$ cat config.mk
export PLATFORM = sky130hd
export DESIGN_NAME = multicycle_seq
export DESIGN_NICKNAME = d
export VERILOG_FILES = /design/src/rtl/multicycle_seq_pkg.sv /design/src/rtl/multicycle_seq_mem_wait_timer.sv /design/src/rtl/multicycle_seq.sv
export SDC_FILE = /design/constraint.sdc
export NUM_CORES = 1
export LEC_CHECK = 0
export ABC_AREA = 0
export CELL_PAD_IN_SITES_DETAIL_PLACEMENT = 1
export CELL_PAD_IN_SITES_GLOBAL_PLACEMENT = 2
export CORE_MARGIN = 4
export CORE_UTILIZATION = 32
export DETAILED_ROUTE_END_ITERATION = 10
export PLACE_DENSITY_LB_ADDON = 0.08
export SLEW_MARGIN = 15
export SYNTH_ARGS = -nofsm -noshare
export SYNTH_HDL_FRONTEND = slang
export SYNTH_SLANG_ARGS = --single-unit
$ cat constraint.sdc
create_clock -name clk -period 4.95 [get_ports clk]
set_input_delay 0.99 -clock clk [delete_from_list [all_inputs] [get_ports clk]]
set_output_delay 0.99 -clock clk [all_outputs]
set_load 0.02 [all_outputs]
$ cat src/rtl/multicycle_seq_pkg.sv
// Shared definitions for the multicycle sequencer: opcodes, state encodings,
// datapath select codes and small decode helpers.
package rv_defs;

  // Sequencer states; values are visible on state_dbg
  typedef enum logic [2:0] {
    ST_FETCH  = 3'd0,
    ST_DECODE = 3'd1,
    ST_EXEC   = 3'd2,
    ST_MEM    = 3'd3,
    ST_WB     = 3'd4,
    ST_HALT   = 3'd7
  } state_e;

  // RV32I major opcodes handled by the sequencer
  localparam logic [6:0] OPC_LUI    = 7'b0110111;
  localparam logic [6:0] OPC_AUIPC  = 7'b0010111;
  localparam logic [6:0] OPC_OP     = 7'b0110011;
  localparam logic [6:0] OPC_OP_IMM = 7'b0010011;
  localparam logic [6:0] OPC_LOAD   = 7'b0000011;
  localparam logic [6:0] OPC_STORE  = 7'b0100011;
  localparam logic [6:0] OPC_BRANCH = 7'b1100011;
  localparam logic [6:0] OPC_JAL    = 7'b1101111;
  localparam logic [6:0] OPC_JALR   = 7'b1100111;

  // Next-PC source select
  localparam logic [1:0] PC_SRC_PLUS4  = 2'd0;
  localparam logic [1:0] PC_SRC_BRANCH = 2'd1;
  localparam logic [1:0] PC_SRC_JAL    = 2'd2;
  localparam logic [1:0] PC_SRC_JALR   = 2'd3;

  // Register write-back source select
  localparam logic [1:0] WB_SEL_ALU   = 2'd0;
  localparam logic [1:0] WB_SEL_MDR   = 2'd1;
  localparam logic [1:0] WB_SEL_PC4   = 2'd2;

  // Halt reasons
  localparam logic [1:0] HALT_NONE    = 2'd0;
  localparam logic [1:0] HALT_ILLEGAL = 2'd1;
  localparam logic [1:0] HALT_TIMEOUT = 2'd2;

  // Byte enables for a data access; funct3[1:0] carries the access size
  function automatic logic [3:0] f3_to_be(input logic [2:0] f3);
    logic [3:0] be;
    case (f3[1:0])
      2'b00:   be = 4'b0001;
      2'b01:   be = 4'b0011;
      default: be = 4'b1111;
    endcase
    return be;
  endfunction

  // True for every opcode/funct3 pair the sequencer knows how to execute
  function automatic logic is_legal(input logic [6:0] opc, input logic [2:0] f3);
    logic ok;
    case (opc)
      OPC_LUI, OPC_AUIPC, OPC_OP, OPC_OP_IMM,
      OPC_BRANCH, OPC_JAL, OPC_JALR: ok = 1'b1;
      OPC_LOAD:  ok = (f3 inside {3'b000, 3'b001, 3'b010, 3'b100, 3'b101});
      OPC_STORE: ok = (f3 inside {3'b000, 3'b001, 3'b010});
      default:   ok = 1'b0;
    endcase
    return ok;
  endfunction

endpackage

$ cat src/rtl/multicycle_seq_mem_wait_timer.sv
// Memory wait counter: counts cycles a request is outstanding without an ack
// and flags the cycle in which the count would reach TIMEOUT. An ack in that
// same cycle suppresses the flag. TIMEOUT = 0 disables expiry.
module mem_wait_timer #(
  parameter int unsigned TIMEOUT = 255
) (
  input  logic clk,
  input  logic rst,
  input  logic clr,
  input  logic run,
  input  logic ack,
  output logic expired
);

  localparam int unsigned CW = (TIMEOUT < 2) ? 1 : $clog2(TIMEOUT + 1);

  logic [CW-1:0] count_q;
  logic [CW-1:0] count_d;

  // Next count: clear wins, otherwise advance on each unanswered request cycle
  always_comb begin
    count_d = count_q;
    if (clr) begin
      count_d = '0;
    end else if (run && !ack) begin
      count_d = count_q + CW'(1);
    end
  end

  // Wait counter register
  always_ff @(posedge clk or posedge rst) begin
    if (rst) begin
      count_q <= '0;
    end else begin
      count_q <= count_d;
    end
  end

  if (TIMEOUT == 0) begin : g_no_timeout
    assign expired = 1'b0;
  end else begin : g_timeout
    // Expire in the cycle whose increment would land on TIMEOUT
    assign expired = run && !ack && (count_q == CW'(TIMEOUT - 1));
  end

endmodule

$ cat src/rtl/multicycle_seq.sv
// Multicycle RV32I sequencer: walks each instruction through
// FETCH/DECODE/EXEC/MEM/WB, owns the shared memory port handshake,
// drives datapath strobes and selects, counts retirements and halts on
// illegal encodings or a memory timeout.
module multicycle_seq
  import rv_defs::*;
#(
  parameter int unsigned MEM_TIMEOUT = 255,
  parameter int unsigned CNT_W       = 32
) (
  input  logic             clk,
  input  logic             rst,
  input  logic [6:0]       opcode,
  input  logic [2:0]       funct3,
  input  logic             branch_taken,
  input  logic             mem_ack,
  output logic             mem_req,
  output logic             mem_we,
  output logic [3:0]       mem_be,
  output logic             addr_sel,
  output logic             ir_write,
  output logic             mdr_write,
  output logic             pc_write,
  output logic [1:0]       pc_src,
  output logic             reg_write,
  output logic [1:0]       wb_sel,
  output logic             halted,
  output logic [1:0]       halt_cause,
  output logic [CNT_W-1:0] retired,
  output logic [2:0]       state_dbg
);

  state_e           state_q, state_d;
  logic [1:0]       halt_cause_q, halt_cause_d;
  logic [CNT_W-1:0] retired_q;
  logic             retire;

  logic req_c, ir_c, mdr_c, pcw_c, rw_c;
  logic timer_clr, timer_run, timer_expired;

  logic is_load, is_store;
  assign is_load  = (opcode == OPC_LOAD);
  assign is_store = (opcode == OPC_STORE);

  // Next state and all datapath controls from the current state and inputs
  always_comb begin
    state_d      = state_q;
    halt_cause_d = halt_cause_q;
    req_c        = 1'b0;
    mem_we       = 1'b0;
    mem_be       = 4'b0000;
    addr_sel     = 1'b0;
    ir_c         = 1'b0;
    mdr_c        = 1'b0;
    pcw_c        = 1'b0;
    pc_src       = PC_SRC_PLUS4;
    rw_c         = 1'b0;
    wb_sel       = WB_SEL_ALU;
    retire       = 1'b0;
    case (state_q)
      ST_FETCH: begin
        req_c  = 1'b1;
        mem_be = 4'b1111;
        if (mem_ack) begin
          ir_c    = 1'b1;
          state_d = ST_DECODE;
        end else if (timer_expired) begin
          state_d      = ST_HALT;
          halt_cause_d = HALT_TIMEOUT;
        end
      end
      ST_DECODE: begin
        if (is_legal(opcode, funct3)) begin
          state_d = ST_EXEC;
        end else begin
          state_d      = ST_HALT;
          halt_cause_d = HALT_ILLEGAL;
        end
      end
      ST_EXEC: begin
        if (opcode == OPC_BRANCH) begin
          pcw_c   = 1'b1;
          pc_src  = branch_taken ? PC_SRC_BRANCH : PC_SRC_PLUS4;
          retire  = 1'b1;
          state_d = ST_FETCH;
        end else if (is_load || is_store) begin
          state_d = ST_MEM;
        end else begin
          state_d = ST_WB;
        end
      end
      ST_MEM: begin
        req_c    = 1'b1;
        addr_sel = 1'b1;
        mem_we   = is_store;
        mem_be   = f3_to_be(funct3);
        if (mem_ack) begin
          if (is_store) begin
            pcw_c   = 1'b1;
            retire  = 1'b1;
            state_d = ST_FETCH;
          end else begin
            mdr_c   = 1'b1;
            state_d = ST_WB;
          end
        end else if (timer_expired) begin
          state_d      = ST_HALT;
          halt_cause_d = HALT_TIMEOUT;
        end
      end
      ST_WB: begin
        rw_c    = 1'b1;
        pcw_c   = 1'b1;
        retire  = 1'b1;
        state_d = ST_FETCH;
        if (is_load) begin
          wb_sel = WB_SEL_MDR;
        end else if (opcode == OPC_JAL || opcode == OPC_JALR) begin
          wb_sel = WB_SEL_PC4;
        end
        if (opcode == OPC_JAL) begin
          pc_src = PC_SRC_JAL;
        end else if (opcode == OPC_JALR) begin
          pc_src = PC_SRC_JALR;
        end
      end
      ST_HALT: begin
        state_d = ST_HALT;
      end
      default: begin
        state_d = ST_HALT;
      end
    endcase
  end

  // Wait timer restarts whenever the state changes; it only runs while requesting
  assign timer_run = (state_q == ST_FETCH) || (state_q == ST_MEM);
  assign timer_clr = (state_d != state_q);

  mem_wait_timer #(
    .TIMEOUT(MEM_TIMEOUT)
  ) u_timer (
    .clk     (clk),
    .rst     (rst),
    .clr     (timer_clr),
    .run     (timer_run),
    .ack     (mem_ack),
    .expired (timer_expired)
  );

  // State, halt reason and retirement counter registers
  always_ff @(posedge clk or posedge rst) begin
    if (rst) begin
      state_q      <= ST_FETCH;
      halt_cause_q <= HALT_NONE;
      retired_q    <= '0;
    end else begin
      state_q      <= state_d;
      halt_cause_q <= halt_cause_d;
      if (retire) begin
        retired_q <= retired_q + CNT_W'(1);
      end
    end
  end

  // Strobes are forced low while reset is held so an abandoned access drops at once
  assign mem_req    = req_c & ~rst;
  assign ir_write   = ir_c  & ~rst;
  assign mdr_write  = mdr_c & ~rst;
  assign pc_write   = pcw_c & ~rst;
  assign reg_write  = rw_c  & ~rst;

  assign halted     = (state_q == ST_HALT);
  assign halt_cause = halt_cause_q;
  assign retired    = retired_q;
  assign state_dbg  = state_q;

endmodule

Yosys cells after proc, flatten, opt, wreduce, memory -nomap -nowiden
Index checks and enable logic that the tools add are counted.
{"block": "op_classes", "addsub": 2, "eq_ne": 24, "muxes": 39, "n_bitwise": 6, "reduce_logical": 16}
{"operator": "adder 32 x 1 -> 32 bit, second input constant", "count": 1}
{"operator": "== test 7 x 6 -> 1 bit, second input constant", "count": 3}
{"operator": "== test 7 bit, second input constant", "count": 3}
{"operator": "two-way mux 3 bit", "count": 7}
{"operator": "two-way mux 2 bit", "count": 8}
{"operator": "two-way mux 8 bit", "count": 2}
{"operator": "case mux 4 bit (2 select lines)", "count": 2}
{"operator": "two-way mux 1 bit", "count": 15}
{"operator": "case mux 3 bit (5 select lines)", "count": 1}
{"operator": "== test 7 x 5 -> 1 bit, second input constant", "count": 2}
{"operator": "== test 3 bit, second input constant", "count": 4}
{"operator": "== test 3 x 2 -> 1 bit, second input constant", "count": 3}
{"operator": "adder 8 x 1 -> 8 bit, second input constant", "count": 1}
{"operator": "== test 8 bit, second input constant", "count": 1}
{"operator": "case mux 2 bit (2 select lines)", "count": 2}
{"operator": "== test 7 x 2 -> 1 bit, second input constant", "count": 1}
{"operator": "OR reduction 7 bit", "count": 1}
{"operator": "== test 3 x 1 -> 1 bit, second input constant", "count": 2}
{"operator": "zero test 3 bit", "count": 2}
{"operator": "case mux 1 bit (3 select lines)", "count": 2}
{"operator": "bitwise AND 1 bit", "count": 5}
{"operator": "nonzero test 5 bit", "count": 1}
{"operator": "!= test 2 bit, second input constant", "count": 2}
{"operator": "AND reduction 4 bit", "count": 1}
{"operator": "11 further kinds", "count": 15}
{"block": "totals", "wordCells": 91, "regBits": 45, "output_inout_bits": 53}

Depth between registers and ports, before layout
{"block": "depth", "ltp_word": 9, "ltp_mapped": 8, "depth_no_buf": 7}

By module
Synthesis repeated with hierarchy kept, for this count alone.
{"block": "hier_totals", "cells_unflattened": 257, "hier_area_um2": 2514.9}
{"module": "multicycle_seq", "n_inst": 1, "cells_per_inst": 213, "area_each_um2": 2092.0, "seq_area_each_um2": 925.9}
{"module": "mem_wait_timer", "n_inst": 1, "cells_per_inst": 44, "area_each_um2": 422.9, "seq_area_each_um2": 200.2}

Worst setup path after synthesis
OpenSTA, ideal clock, no wires.
{"block": "synth_timing", "path_kind": "input-to-output", "startpoint": "input opcode[2]", "endpoint": "output halted", "slack_ns": 1.438, "stages": 5, "arrival_ns": 2.522, "required_time_ns": 3.960, "n_path_buf": 1, "cell_sequence": "or2_2 -> nor3_1 -> o221a_2 -> clkbuf_2 -> nor3b_1"}
{"element": "start, declared", "line": "multicycle_seq.sv:13", "source": "input logic [6:0] opcode,"}
{"element": "end, declared", "line": "multicycle_seq.sv:27", "source": "output logic halted,"}

==> impl_metrics.py <==
metrics = {
    "status": {
        "outcome": "finished, final reports clean",
    },
    "layout": {
        "finalNonFillerCells": 436,
        "nets": 350,
        "diodes": 0,
        "syn_to_final_growth_pct": 33.1,
        "drive_above_1_share_pct": 6.89,
    },
    "pwr": {
        "vdd_ir_drop_max_mv": 0.156,
        "p_total_w": 0.00102,
        "p_leak_nw": 1.44,
        "power_density_mw_per_mm2": 298,
    },
    "synthesis": {
        "synth_most_common_cell": "dfrtp_1",
        "synthTopCellsByArea": "dfrtp_1, xnor2_1, nand2_1, nand4_1, nand3_1",
        "synth_warnings": 0,
        "synthFlopType": "dfrtp_1",
        "syn_nets": 287,
        "ys_seq_area_share_pct": 43.9,
        "yosys.cell_types.count": 46,
        "synth_edf_count": 0,
        "syn_avg_cell_area_um2": 9.49,
        "synth_seq_cells": 45,
        "synthCells": 270,
        "yosys.area.top_type": "dfrtp_1",
        "yosysTopAreaCellShare_pct": 43.9,
        "synthArstFlopShare_pct": 100,
        "synthTopCellsByCount": "dfrtp_1, xnor2_1, nand2_1",
        "netlist_area_mm2": 0.00256,
    },
    "worst_setup_path": {
        "r2r_start": "state_dbg[1]",
        "crit_required_ns": 3.96,
        "cp-endpoint": "halted",
        "slowest_stage": "clkdlybuf4s50_1",
        "crit_arrival_ns": 3.49,
        "cp_max_fo": 9,
        "cp-end-kind": "output pin",
        "critical_path.top_delay_family": "buffers and inverters",
        "crit_chain": "clkdlybuf4s50_1 -> nand3b_1 -> nor3_1 -> o221a_2 -> nor3b_1 -> clkdlybuf4s50_1",
        "crit_start": "opcode[3]",
        "crit_cells": 6,
        "cp_num_buf_inv": 2,
        "reg2reg_to": "retired[18]",
        "rr_worst_depth": 5,
        "cpMostUsedCell": "clkdlybuf4s50_1",
        "rrSetupSlack_ns": 2.59,
        "cp-start-kind": "primary input",
        "path_class": "in2out",
        "cp_slowest_stage_delay_ns": 0.63,
    },
    "timing": {
        "finalSetupViolCount": 0,
        "maxSlewHeadroom_pct": 52.1,
        "max_freq_mhz": 223,
        "period_share_pct": 90.5,
        "finalHoldViolCount": 0,
        "rsz0062_at_grt": "no",
        "fin_skew_ns": 0.0140,
        "drv_slew": 0,
        "tightest_slew_ns": 0.713,
        "fin_tns_setup_ns": 0,
        "period_minus_slack_ns": 4.48,
    },
    "floorplanning": {
        "ios": 67,
        "die_w_um": 97.5,
        "core_mm2": 0.00777,
        "start_util_pct": 33.0,
        "die-area_mm2": 0.00950,
        "die_h_um": 97.5,
        "rows": 32,
    },
    "drt": {
        "drtAntennaViolNets": 0,
        "viasPerCell": 5.04,
        "vias": 2198,
        "drt_first_pass_iters": 3,
        "drc": 0,
        "wl_mm": 6.76,
        "drt_iter0_markers": 39,
        "wl_per_cell_um": 15.5,
    },
    "clocking": {
        "cts_root_buf": "clkbuf_8",
        "hold_buffers": 0,
        "clockBufferDepth": 2,
        "cts_setup_buffers": 0,
        "clock_sinks": 45,
        "cts_max_level": 2,
        "cts_tree": "done",
        "clk-insertion-delay-late_ns": 0.30,
        "path_clk_slew_ns": 0.08,
        "cts-buffers-inserted": 5,
        "cts_resized": 0,
    },
    "worst_hold_path": {
        "hold_class": "reg2reg",
        "min_path_cells": 1,
    },
    "grt": {
        "grt_pass1_vias": 2316,
        "overflow": 0,
        "grt_max_degree": 46,
        "antenna_found_initial": 0,
        "grt_usage_pct": 14.7,
        "grt_pass1_wl_mm": 11.5,
    },
    "flow_run": {
        "cap_violations": 0,
    },
    "placed_design": {
        "hpwl_mm": 5.08,
        "io_buffers": 66,
        "dp.cells": 428,
        "routabilityCongestion": 0.720,
    },
}
## per-layer routing
metal,GRT usage (%),share of wire (%)
met1,18.7,45
met2,25.1,50
met3,3.16,4.0
met4,4.15,1.2
met5,0,0
## flip-flops by register name, indices dropped and copies added (netlist names)
signal           count
halt_cause           2
u_timer.count_q      8
state_dbg            3
retired             32
## final cells by class
class,instances,area [um^2]
Multi-Input combinational cell,203,1330
Fill cell,898,4360
Sequential cell,45,1130
Timing Repair Buffer,68,676
Clock inverter,1,30.0
Clock buffer,7,86.3
Inverter,10,37.5
Tap cell,102,128
## report_power, final
part	internal (W)	total [W]	switching (W)
clock network	0.000165	0.000291	0.000127
logic	0.000135	0.000282	0.000147
registers	0.000398	0.000445	0.0000473
total	0.000698	0.00102	0.000320
## worst reg2reg max path: stages (launching register included)
cell	delay [ns]
dfrtp_1	0.64
or3b_1	0.49
nor4_4	0.31
o31a_1	0.49
nand3_1	0.16
xnor2_1	0.16
## worst min path at each step
| stage | from | endpoint | slack [ns] |
|---|---|---|---|
| CTS | retired[31] | retired[31] | 0.48 |
| global route | retired[30] | retired[30] | 0.52 |
| global placement | retired[31] | retired[31] | 0.46 |
| floorplan | u_timer.count_q[7] | u_timer.count_q[7] | 0.52 |
| detailed placement | retired[31] | retired[31] | 0.47 |
| finish | retired[31] | retired[31] | 0.47 |
## placed cells by master, fill, tap and decap left out, types with 3 or more instances in the layout
cell type and count:
clkdlybuf4s50_1 66, dfrtp_1 45, xnor2_1 34, nand2_1 33, nand3_1 18, nor2_1 16, nand4_1 15, nor3_1 14
inv_1 9, and3_1 8, a21oi_1 7, clkbuf_8 6, or2_2 5, and2_1 5, xor2_1 5, and4_1 4
ha_1 3
## kinds of logic (layout without fill, tap and decap cells)
group / after synthesis / after routing / share of synthesized area, %
adder cells (fa/ha/maj): 3 / 3 / 1.46
flip-flops: 45 / 45 / 43.9
AND/OR/NAND/NOR: 135 / 135 / 29.5
buffers and inverters: 22 / 86 / 4.25
XOR/XNOR: 39 / 39 / 13.3
multiplexers: 1 / 1 / 0.439
AO/OA/AOI/OAI: 25 / 25 / 7.08
## per-stage QoR
stage	cell area [um^2]	setup WS, ns	hold WS [ns]	utilization, %
floorplan	2560	1.44	0.522	-
global placement	3290	0.523	0.461	42.4
detailed placement	3290	0.485	0.466	42.4
CTS	3410	0.459	0.478	43.9
global route	3410	0.257	0.525	43.9
finish	3410	0.469	0.468	43.9
(Power assumes the default switching activity.)
